**src/rtl/fport_out_depacketizer.sv**
```systemverilog
// Drains one packet at a time from the fabric-port-out flit FIFO, packs the
// payloads into a wide word and hands it over with a valid/ready handshake.
module fport_out_depacketizer #(
    parameter int WIDTH     = 36,
    parameter int MAX_FLITS = 4,
    localparam int P        = WIDTH - 3,
    localparam int CW       = $clog2(MAX_FLITS + 1)
) (
    input  logic                   clk,
    input  logic                   clear,
    input  logic [WIDTH-1:0]       fifo_data,
    input  logic                   fifo_empty,
    input  logic                   fifo_next_is_tail,
    output logic                   fifo_read_en,
    output logic [MAX_FLITS*P-1:0] o_data,
    output logic [CW-1:0]          o_num_flits,
    output logic                   o_valid,
    input  logic                   i_ready,
    output logic [1:0]             o_error
);

    typedef enum logic [1:0] {
        COLLECT = 2'd0,
        LAST    = 2'd1,
        OUT     = 2'd2
    } state_t;

    state_t                 state_q, state_d;
    logic [CW-1:0]          rd_cnt_q, rd_cnt_d;
    logic [CW-1:0]          wr_cnt_q, wr_cnt_d;
    logic                   rd_pend_q, rd_pend_d;
    logic [MAX_FLITS*P-1:0] data_q, data_d;
    logic [1:0]             error_q, error_d;
    logic                   valid_q, valid_d;
    logic                   read_en;

    // The look-ahead tail bit lets reads stop exactly at the packet boundary.
    assign read_en      = (state_q == COLLECT) && !fifo_empty && !clear;
    assign fifo_read_en = read_en;

    always_comb begin
        state_d   = state_q;
        rd_cnt_d  = rd_cnt_q;
        wr_cnt_d  = wr_cnt_q;
        data_d    = data_q;
        error_d   = error_q;
        valid_d   = valid_q;
        rd_pend_d = read_en;

        // Read data arrives one cycle after the pop request.
        if (rd_pend_q) begin
            for (int i = 0; i < MAX_FLITS; i++) begin
                if (wr_cnt_q == CW'(i)) begin
                    data_d[i*P +: P] = fifo_data[P-1:0];
                end
            end
            wr_cnt_d = wr_cnt_q + CW'(1);
            if (!fifo_data[WIDTH-1] || ((wr_cnt_q == '0) && !fifo_data[WIDTH-2])) begin
                error_d[0] = 1'b1;
            end
            if ((wr_cnt_q == CW'(MAX_FLITS - 1)) && !fifo_data[WIDTH-3]) begin
                error_d[1] = 1'b1;
            end
        end

        unique case (state_q)
            COLLECT: begin
                if (read_en) begin
                    rd_cnt_d = rd_cnt_q + CW'(1);
                    if (fifo_next_is_tail || (rd_cnt_q == CW'(MAX_FLITS - 1))) begin
                        state_d = LAST;
                    end
                end
            end
            LAST: begin
                state_d = OUT;
                valid_d = 1'b1;
            end
            OUT: begin
                if (i_ready) begin
                    state_d  = COLLECT;
                    valid_d  = 1'b0;
                    data_d   = '0;
                    rd_cnt_d = '0;
                    wr_cnt_d = '0;
                end
            end
            default: state_d = COLLECT;
        endcase
    end

    always_ff @(posedge clk) begin
        if (clear) begin
            state_q   <= COLLECT;
            rd_cnt_q  <= '0;
            wr_cnt_q  <= '0;
            rd_pend_q <= 1'b0;
            data_q    <= '0;
            error_q   <= '0;
            valid_q   <= 1'b0;
        end else begin
            state_q   <= state_d;
            rd_cnt_q  <= rd_cnt_d;
            wr_cnt_q  <= wr_cnt_d;
            rd_pend_q <= rd_pend_d;
            data_q    <= data_d;
            error_q   <= error_d;
            valid_q   <= valid_d;
        end
    end

    assign o_data      = data_q;
    assign o_num_flits = wr_cnt_q;
    assign o_valid     = valid_q;
    assign o_error     = error_q;

endmodule

```
**config.mk**
```make
export PLATFORM = sky130hd
export DESIGN_NAME = fport_out_depacketizer
export DESIGN_NICKNAME = d
export VERILOG_FILES = /design/src/rtl/fport_out_depacketizer.sv
export SDC_FILE = /design/constraint.sdc
export NUM_CORES = 1
export LEC_CHECK = 0
export BUFFER_PORTS_ARGS = -buffer_cell sky130_fd_sc_hd__buf_4
export CORE_MARGIN = 5
export CORE_UTILIZATION = 35
export DETAILED_ROUTE_END_ITERATION = 16
export GPL_TIMING_DRIVEN = 0
export PLACE_DENSITY = 0.56
export SYNTH_ARGS = -nofsm -noshare
export SYNTH_HDL_FRONTEND = slang
export SYNTH_SLANG_ARGS = --single-unit
```
**constraint.sdc**
```tcl
create_clock -name clk -period 3.45 [get_ports clk]
set_clock_uncertainty 0.1 [all_clocks]
set_input_delay 0.1725 -clock clk [delete_from_list [all_inputs] [get_ports clk]]
set_output_delay 0.1725 -clock clk [all_outputs]
set_load 0.005 [all_outputs]
```
==> summary.md <==
| Metric | Value |
|---|---|
| Routability cong. | `0.7752` |
| H-tree level count | `4` |
| Std-Cell Core Area | `15090 µm²` |
| Worst R2R End | `o_error[0]$_SDFFE_PP0P_` |
| Final min period | `2.034 ns` |
| Classification of the worst setup path | `reg2reg` |
| Layout cells sized above 1 | `0.3254` |
| Synth Flop Type | `dfxtp_1` |
| Largest net degree at the start of global routing | `17` |
| End of the worst hold path | `o_data[30]$_SDFF_PP0_` |
| Worst Hold Class | `reg2reg` |
| Final total power | `0.003927 W` |
| R2R depth | `7` |
| Area leader, netlist | `dfxtp_1` |
| Initial core utilization | `0.3535` |
| RSZ-0062 raised after global routing | `false` |
| PD cells | `494.8 nW/µm²` |
| Number of global-route vias before repair | `5128` |
| Clock sink count | `144` |
| TritonCTS Buffers | `17` |
| CTS tree | `yes` |
| Cell Rows | `45` |
| Nets@finish | `918` |
| R2R Path Start | `o_num_flits[0]$_SDFF_PP0_` |
| Register area share after synthesis | `0.5405` |
| CP max FO | `7` |
| Layout Utilization | `0.5260` |
| Total Wirelength | `17.34 mm` |
| Multi-input gate area | `2156 µm²` |
| DIE AREA | `17810 µm²` |
| Synth area leaders | `dfxtp_1 54%, nand2_1 18%, a21oi_1 8.6%, a21oi_2 6.6%, buf_2 2.7%` |
| Vias per cell | `4.676` |
| Height of the die | `133.5 µm` |
| DR WL/cell | `16.20 µm` |
| Worst Path Arrival | `2.23 ns` |
| Synthesized Nets | `678` |
| Leakage power total | `3.264 nW` |
| R2R setup slack | `1.42 ns` |
| Cell count of the worst hold path | `2` |
| N_diodes | `0` |
| Grt total ovfl | `0` |
| Synth Warn # | `0` |
| Via count | `5003` |
| # fillers | `1400` |
| Global-route wire length before repair | `27.34 mm` |
| Top Ports | `180` |
| Dpl cell area | `6913 µm²` |
| Crit end category | `flop` |
| Mapped cell area | `5334 µm²` |
| DR iter-0 viols | `231` |
| Required time of the worst setup path | `3.65 ns` |
| Setup-failing EPs final | `0` |
| Port Buffers | `179` |
| F_max | `491.5 MHz` |
| Final worst path period share | `0.5897` |
| Synth Register Bits | `144` |
| Post CTS Setup Buffer Count | `0` |
| Maximum VDD drop | `349.1 µV` |
| Antenna-violating nets left | `0` |
| Status | `completed` |
| Most frequent cell after synthesis | `nand2_1` |
| Drt pass-1 iters | `4` |
| Setup crit start kind | `flop` |
| HP Start | `o_data[30]$_SDFF_PP0_` |
| CTS clk-pin slew, worst paths | `0.05 ns` |
| Slew Viols, Final | `0` |
| Ys async rst share | `0` |
| Clock Latency Late Sink | `0.42 ns` |
| Sequential Area | `2883 µm²` |
| Cells after Synth | `629` |
| Post-CTS Resized | `0` |
| EDFF count, synth | `0` |
| Synth unique cells | `29` |
| Syn Area/Cell | `8.480 µm²` |
| Antenna violations before repair | `0` |
| P&R area growth vs syn | `48.79%` |
| Slew of the pin with the lowest slew margin | `0.6114 ns` |
| DIE WIDTH | `133.5 µm` |
| Hold Fails Final Rpt | `0` |
| Clock Tree Root | `clkbuf_16` |
| Commonest cells post-synth | `257 x nand2_1, 144 x dfxtp_1, 92 x a21oi_1` |
| WHS | `0.3548 ns` |
| CTS Buffer Depth | `2` |
| Hold_buf cts | `42` |
| Maxcap violations | `0` |
| Dpl hpwl | `12.82 mm` |
| Post-Route Setup TNS | `0 ns` |
| Rel. slew slack | `0.5924` |
| DRC | `0` |
| Global-route total usage across every layer | `0.1956` |
| Finished Cell Area | `7936 µm²` |
| Post-synth top area share | `0.5405` |
-- where the power goes --
group | internal (W) | switching, W
clock | 0.00121 | 0.000667
sequential | 0.00170 | 0.0000260
combinational | 0.000155 | 0.000165
total | 0.00307 | 0.000858
-- cells in the final DEF (no fill, tap or decap) --
cell type,Yosys,final
o21ba_2,1,1
dlygate4sd3_1,0,42
xnor2_1,1,1
a22o_1,2,2
clkbuf_1,6,12
o21a_1,1,1
mux2_1,1,1
nor4_2,1,1
ha_1,8,8
bufinv_16,0,3
nand2b_1,4,4
mux2i_1,5,5
and3b_1,3,3
buf_2,29,29
buf_4,2,181
clkbuf_16,0,17
a21oi_1,92,92
and2_1,1,1
nand3b_2,1,1
a31o_1,1,1
nand3b_1,4,4
inv_2,1,1
nor2_1,8,8
clkinv_2,0,2
a211oi_2,1,1
buf_6,2,2
buf_8,4,4
dfxtp_1,144,144
a21oi_2,40,40
nor4_1,1,1
inv_1,7,7
a31oi_1,1,1
nand2_1,257,257
clkbuf_8,0,4
-- worst max-delay path: stages, from the launching register on --
cell and delay [ns]:
dfxtp_1 0.45, inv_1 0.10, ha_1 0.22, and3b_1 0.17, buf_2 0.17, nand2b_1 0.09, a21oi_1 0.06, dlygate4sd3_1 0.56
-- worst max-delay path by stage --
stage,slack [ns],depth (start not counted),to,startpoint
floorplan,1.90,7,o_data[121]$_SDFF_PP0_,o_num_flits[0]$_SDFF_PP0_
global placement,1.63,7,o_data[126]$_SDFF_PP0_,o_num_flits[0]$_SDFF_PP0_
detailed placement,1.59,7,o_data[130]$_SDFF_PP0_,o_num_flits[0]$_SDFF_PP0_
CTS,1.43,7,o_error[0]$_SDFFE_PP0P_,o_num_flits[0]$_SDFF_PP0_
global route,1.31,7,o_error[0]$_SDFFE_PP0P_,o_num_flits[0]$_SDFF_PP0_
finish,1.42,7,o_error[0]$_SDFFE_PP0P_,o_num_flits[0]$_SDFF_PP0_
-- cells by family (layout without fill, tap and decap cells) --
| family | count (synthesis) | count (layout) | synth area share |
|---|---|---|---|
| adders and majority gates | 8 | 8 | 0.01877 |
| and+or+nand+nor | 280 | 280 | 0.2085 |
| DFF | 144 | 144 | 0.5405 |
| buffers and inverters | 51 | 304 | 0.05536 |
| muxes | 6 | 6 | 0.01149 |
| AOI/OAI and AO/OA | 139 | 139 | 0.1637 |
| xor gates and xnor gates | 1 | 1 | 0.001642 |
-- state kept, by name, indices dropped and copies added, names as in the netlist --
name	count
rd_cnt_q	3
o_error	2
o_num_flits	3
rd_pend_q	1
o_valid	1
state_q	2
o_data	132
-- area by class of cell --
type,instances,share of cell area
sequential,144,0.3632
multi-input combinational,434,0.2716
timing repair buffer,221,0.2223
clock buffer,27,0.06338
buffer,43,0.03342
tap,188,0.02964
clock inverter,5,0.01261
inverter,8,0.003784
-- stage by stage --
step           std cells  setup slack (ns)
3_3_place_gp         996             1.634
6_report            1070             1.416
3_5_place_dp         996             1.588
5_1_grt             1070             1.313
4_1_cts             1070             1.429
2_1_floorplan        629             1.896
-- per-layer routing --
| layer | vias up | GRT usage | wire, µm |
|---|---|---|---|
| li1 | 2511 | - | - |
| met1 | 2349 | 0.2383 | 7740 |
| met2 | 123 | 0.3349 | 8398 |
| met3 | 20 | 0.05778 | 950 |
| met4 | 0 | 0.05829 | 247 |
| met5 | - | 0 | 0 |
Power figures use the tool's default switching activity.
